### src/rtl/oam_dma_ctrl.sv
// rtl/oam_dma_ctrl.sv - sprite DMA sequencer: CPU-space page -> primary OAM, halts CPU during copy
// Optional stall counter output enabled by defining OAM_DMA_STALL_CNT_EN.
module oam_dma_ctrl #(
  parameter int XFER_LEN = 256
) (
  input  logic        clk,
  input  logic        rst_n,
  input  logic        cpu_clk_en,
  input  logic        dma_start,
  input  logic [7:0]  dma_page,
  input  logic [7:0]  oam_base,
  input  logic        oam_busy,
  output logic        cpu_rdy,
  output logic [15:0] mem_addr,
  output logic        mem_re,
  input  logic [7:0]  mem_rdata,
  output logic        oam_wr,
  output logic [7:0]  oam_wr_addr,
  output logic [7:0]  oam_wr_data,
  output logic        dma_busy,
  output logic        dma_done
`ifdef OAM_DMA_STALL_CNT_EN
  ,
  output logic [15:0] stall_cnt
`endif
);

  localparam logic [8:0] LEN = 9'(XFER_LEN);

  typedef enum logic [2:0] {
    S_IDLE, S_HALT, S_ALIGN, S_READ, S_WRITE, S_STALL, S_DONE
  } state_e;

  state_e      state_q;
  logic        parity_q;
  logic [8:0]  idx_q;
  logic [8:0]  idx_d;
  logic [7:0]  page_q;
  logic [7:0]  base_q;
  logic [7:0]  data_q;
  logic        beat_wr;

  // A beat commits whenever the evaluator leaves OAM free in WRITE or STALL.
  assign beat_wr = ((state_q == S_WRITE) || (state_q == S_STALL)) && !oam_busy;
  assign idx_d   = idx_q + 9'd1;

  assign cpu_rdy     = (state_q == S_IDLE) || (state_q == S_DONE);
  assign dma_busy    = !cpu_rdy;
  assign dma_done    = (state_q == S_DONE);
  assign mem_re      = (state_q == S_READ);
  assign mem_addr    = {page_q, idx_q[7:0]};
  assign oam_wr      = beat_wr;
  assign oam_wr_addr = base_q + idx_q[7:0];
  // Read data arrives during WRITE itself, so forward it; STALL replays the captured copy.
  assign oam_wr_data = (state_q == S_WRITE) ? mem_rdata : data_q;

  always_ff @(posedge clk or negedge rst_n) begin
    if (!rst_n) begin
      state_q  <= S_IDLE;
      parity_q <= 1'b0;
      idx_q    <= 9'd0;
      page_q   <= 8'd0;
      base_q   <= 8'd0;
      data_q   <= 8'd0;
    end else if (cpu_clk_en) begin
      parity_q <= ~parity_q;
      case (state_q)
        S_IDLE: begin
          if (dma_start) begin
            page_q  <= dma_page;
            base_q  <= oam_base;
            idx_q   <= 9'd0;
            state_q <= S_HALT;
          end
        end
        S_HALT:  state_q <= parity_q ? S_ALIGN : S_READ;
        S_ALIGN: state_q <= S_READ;
        S_READ:  state_q <= S_WRITE;
        S_WRITE, S_STALL: begin
          if (state_q == S_WRITE) data_q <= mem_rdata;
          if (!oam_busy) begin
            idx_q   <= idx_d;
            state_q <= (idx_d == LEN) ? S_DONE : S_READ;
          end else begin
            state_q <= S_STALL;
          end
        end
        S_DONE:  state_q <= S_IDLE;
        default: state_q <= S_IDLE;
      endcase
    end
  end

`ifdef OAM_DMA_STALL_CNT_EN
  logic [15:0] stall_cnt_q;

  always_ff @(posedge clk or negedge rst_n) begin
    if (!rst_n) begin
      stall_cnt_q <= 16'd0;
    end else if (cpu_clk_en) begin
      if (state_q == S_IDLE && dma_start) begin
        stall_cnt_q <= 16'd0;
      end else if (state_q == S_STALL && stall_cnt_q != 16'hFFFF) begin
        stall_cnt_q <= stall_cnt_q + 16'd1;
      end
    end
  end

  assign stall_cnt = stall_cnt_q;
`endif

endmodule

### config.mk
export PLATFORM = sky130hd
export DESIGN_NAME = oam_dma_ctrl
export DESIGN_NICKNAME = d
export VERILOG_FILES = /design/src/rtl/oam_dma_ctrl.sv
export SDC_FILE = /design/constraint.sdc
export NUM_CORES = 1
export LEC_CHECK = 0
export BUFFER_PORTS_ARGS = -buffer_cell sky130_fd_sc_hd__buf_2
export CAP_MARGIN = 15
export CORE_MARGIN = 2
export CORE_UTILIZATION = 40
export CTS_BUF_LIST = sky130_fd_sc_hd__clkbuf_4
export DETAILED_ROUTE_END_ITERATION = 7
export PLACE_DENSITY_LB_ADDON = 0.1
export SLEW_MARGIN = 20
export SYNTH_ARGS = -nofsm -noshare
export SYNTH_HDL_FRONTEND = slang
export SYNTH_SLANG_ARGS = --single-unit
export TNS_END_PERCENT = 100
### constraint.sdc
create_clock -name clk -period 2.6 [get_ports clk]
set_input_delay 0.26 -clock clk [delete_from_list [all_inputs] [get_ports clk]]
set_output_delay 0.26 -clock clk [all_outputs]
set_load 0.03 [all_outputs]
==> impl_summary.md <==
Clock tree
The clock-pin slew of the registers on the worst-case setup and hold paths is 0.12 ns. The longest clock path from root to sink contains 2 buffers. The clock latency on the worst-skew pair is 0.34 ns.

The CTS tree is done. The TritonCTS buffer count is 5. The total number of clock tree sinks is 37. The root buffer cell chosen for the clock tree is sky130_fd_sc_hd__clkbuf_4.

The H-tree was split into 2 levels.

Cells and area
The count of antenna diodes in the layout is 0. The number of fill cells in the layout is 558. The number of standard cells in the final layout excluding fillers is ~340.

The leading cell type in the layout, fill and taps excluded is sky130_fd_sc_hd__buf_2. From synthesis to final layout, the design area changed by 16.1%. The area of combinational cells with multiple inputs is about 1200 sq um.

Leaving out fill and tap cells, the most frequent cells in the layout are 64 x sky130_fd_sc_hd__buf_2, 34 x sky130_fd_sc_hd__dfrtp_1, 24 x sky130_fd_sc_hd__mux2_2. After the last flow step, the layout net total stands at 301. Across the whole layout, storage elements account for 930 sq um. The layout cell share with drive strength beyond 1 is ~43%.

Synth
The total nets after synthesis is between 200 and 250. The portion of the post-synthesis area used by sequential elements is 41.0%. The most area-hungry cell type in the Yosys netlist is sky130_fd_sc_hd__dfrtp_1. Each instance of the synthesized netlist takes up on average 10.9 sq um. For this run, the leading register cell type out of synthesis is sky130_fd_sc_hd__dfrtp_1.

Of all flip-flops after synthesis, the portion carrying an async set or reset was 100%. Counting every instance in the synthesized netlist gives 207. By area the synthesized netlist is led by sky130_fd_sc_hd__dfrtp_1 41%, sky130_fd_sc_hd__mux2_2 12%, sky130_fd_sc_hd__mux2_4 5.3%. The area fraction of the dominant cell type after synthesis is 41.0%. Yosys mapped a number of flops with a built-in enable equal to 0. The count of unique library cells instantiated by Yosys is 44. The post-synthesis sequential element count is 37. In this run the cell area of the synthesized design comes to 2260 sq um. The number of synthesis warnings is 0.

GRT
For this run the aggregate overflow at the end of global routing stands at 0. The number of antenna violations at the first check in global routing is 0. The wire length of the first global-routing pass is around 7700 microns. The number of global-route vias before repair was approximately 1,600. The largest net degree at the start of global routing is 38. For this run, the total global-route usage over all layers was measured as 15.7%.

STA
The final count of pins violating max slew was 0. The total of endpoints with negative setup slack in the final report is 0. Setup total negative slack on the finished layout was measured at 0 ns. The transition at the pin with the smallest max-transition slack is 0.853 ns. Derived from the worst setup path, the maximum achievable clock frequency is 0.399 GHz.

The clock period minus worst slack is 2.51 ns. Setup slack closes at a little over 0.09 ns. The post-route clock period utilization is a little over nine tenths. The final number of hold-violating endpoints is 0. The clock arrives with about 0.011 ns of skew. Setup repair after global routing left no endpoint under its margin. In this run the tightest slew margin relative to its limit is 43.2%.

Min path
The path class of the tightest hold or removal check is in2async.

Floorplanning
The horizontal die dimension is 79.1 microns. For this design the top-level I/O count stands at 66. The standard-cell row count is 27. After floorplanning, the core was sized to cover 5470 sq um. The die covers ~6300 sq um.

In this run the vertical extent of the chip is 79.1 microns. The initial utilization of the core area, before any placement, comes to 41.2%.

Placement
The post-placement setup slack is roughly 0.46 ns. The final weighted congestion in routability-driven placement is ~0.74. Counting tap cells, the placed design contains a total of 327 instances. Port buffering added 65 buffers.

The HPWL after detailed placement is 3380 microns.

Critical path
The most numerous cell on the critical path is sky130_fd_sc_hd__o21a_1. The largest fanout on the critical path is 9. In this design, the stage delay of the slowest critical-path cell is 0.47 ns. The path type of the worst setup path is reg2out. The required time reported for the critical path endpoint is 2.34 ns. The critical path's top delay family is compound AO/OA/AOI/OAI gates. The slowest stage of the critical path is the sky130_fd_sc_hd__dfrtp_1 cell.

The critical path goes through ha_1, nor2b_1, o21a_1, o21a_1, o311ai_1, buf_4. The sum of buffers and inverters on the critical path is 1. The arrival time of the worst setup path is 2.25 ns. The worst setup path is launched from a flop. The endpoint type of the worst setup path is an output port.

Routing
In this run the remaining antenna-violating nets after routing total 0. The remaining design rule violation count is 0. The first routing iteration left 60 violations. The total number of vias is 1,701.

For this run, the detailed router's first-pass iteration total came to 4. The post-detailed-routing wire length is 4660 microns. The final routed wire length divided by cell count is around 14 microns.

Using the TritonRoute via totals, the vias-per-cell ratio works out to 5.06.

Power
Dividing total power by cell area gives a power density of roughly 1200 nW/um^2. The worst ir drop on vdd is 0.638 mV. The leakage power of the design is 1.25 nW.

Run status
The run finished with clean final reports.

Run
Max-cap violations in this run came to 0.
-- routing by layer --
| layer | GRT usage, % | vias up | wire [microns] | part of all wire, % |
|---|---|---|---|---|
| met3 | 4.09 | 6 | 252 | 5.4 |
| met1 | 21.2 | 803 | 2280 | 49 |
| li1 | - | 845 | - | - |
| met5 | 0 | - | 0 | 0 |
| met2 | 25.1 | 47 | 2080 | 45 |
| met4 | 4.14 | 0 | 44 | 0.94 |
-- final timing paths --
kind                             start              to  slack, ns  depth (start not counted)
setup / recovery              idx_q[2]  oam_wr_addr[6]       0.09                          6
hold / removal                   rst_n      state_q[2]      0.008                          1
setup reg to reg            state_q[0]       base_q[5]       0.76                          3
hold reg to reg               parity_q        parity_q       0.50                          1
max in group asynchronous        rst_n        idx_q[0]       2.00                          1
min in group clk           dma_page[0]       page_q[0]       0.14                          2
-- registers in the layout, indices dropped and copies added (netlist names) --
register	flops
data_q	8
idx_q	9
page_q	8
base_q	8
parity_q	1
state_q	3
-- per-stage QoR --
step / utilization, % / cell area, sq um / total power, mW / hold WS, ns
floorplan: - / 2260 / 2.49 / -0.0356
global placement: 46.6 / 2550 / 2.89 / 0.420
detailed placement: 46.6 / 2550 / 2.91 / 0.425
CTS: 47.6 / 2600 / 3.22 / 0.0325
global route: 47.9 / 2620 / 3.44 / 0.0630
finish: 47.9 / 2620 / 3.20 / 0.00828
-- synth_stat cells, types with 2 or more instances --
cell type and instances:
sky130_fd_sc_hd__clkbuf_1 3, sky130_fd_sc_hd__buf_2 4, sky130_fd_sc_hd__nor2_1 7, sky130_fd_sc_hd__xnor2_1 5
sky130_fd_sc_hd__o211ai_1 3, sky130_fd_sc_hd__nand2_1 10, sky130_fd_sc_hd__inv_1 8, sky130_fd_sc_hd__nor3_1 2
sky130_fd_sc_hd__xor2_1 2, sky130_fd_sc_hd__o31ai_1 5, sky130_fd_sc_hd__o41a_1 2, sky130_fd_sc_hd__buf_4 9
sky130_fd_sc_hd__dfrtp_1 37, sky130_fd_sc_hd__a31oi_1 2, sky130_fd_sc_hd__and2b_1 2, sky130_fd_sc_hd__and4_1 2
sky130_fd_sc_hd__mux2_4 8, sky130_fd_sc_hd__o21ai_0 18, sky130_fd_sc_hd__nor2b_1 6, sky130_fd_sc_hd__ha_1 8
sky130_fd_sc_hd__nand2b_1 5, sky130_fd_sc_hd__o21a_1 3, sky130_fd_sc_hd__mux2_2 24, sky130_fd_sc_hd__and2_1 3
sky130_fd_sc_hd__nand3_1 5, sky130_fd_sc_hd__a21oi_1 6
-- layout make-up --
class / instances / area share, %
multi-input cells: 144 / 44.7
flip-flops and latches: 37 / 35.5
repair buffers: 67 / 13.1
well taps: 72 / 3.44
clock buffers: 5 / 1.43
inverters: 8 / 1.15
clock inverters: 3 / 0.669
-- power breakdown --
group	leakage, nW	switching [mW]	internal (mW)
sequential	0.459	0.221	0.814
clock	0.0326	0.201	0.103
combinational	0.762	1.11	0.756
total	1.25	1.53	1.67
-- repair_timing --
action,in CTS,in global routing
endpoints found under the setup margin,0,2
gates resized for setup,0,5
hold buffers,0,0
setup buffers,0,1
-- cells by family after synthesis --
| family | after synthesis | synth area share (%) |
|---|---|---|
| AO/OA/AOI/OAI | 47 | 13.8 |
| XOR/XNOR | 7 | 2.72 |
| adder cells (fa/ha/maj) | 9 | 5.32 |
| buffers and inverters | 26 | 7.10 |
| flip-flops | 37 | 41.0 |
| multiplexers | 32 | 17.3 |
| AND/OR/NAND/NOR | 49 | 12.7 |
No activity file was read; power rests on OpenSTA's default activity.
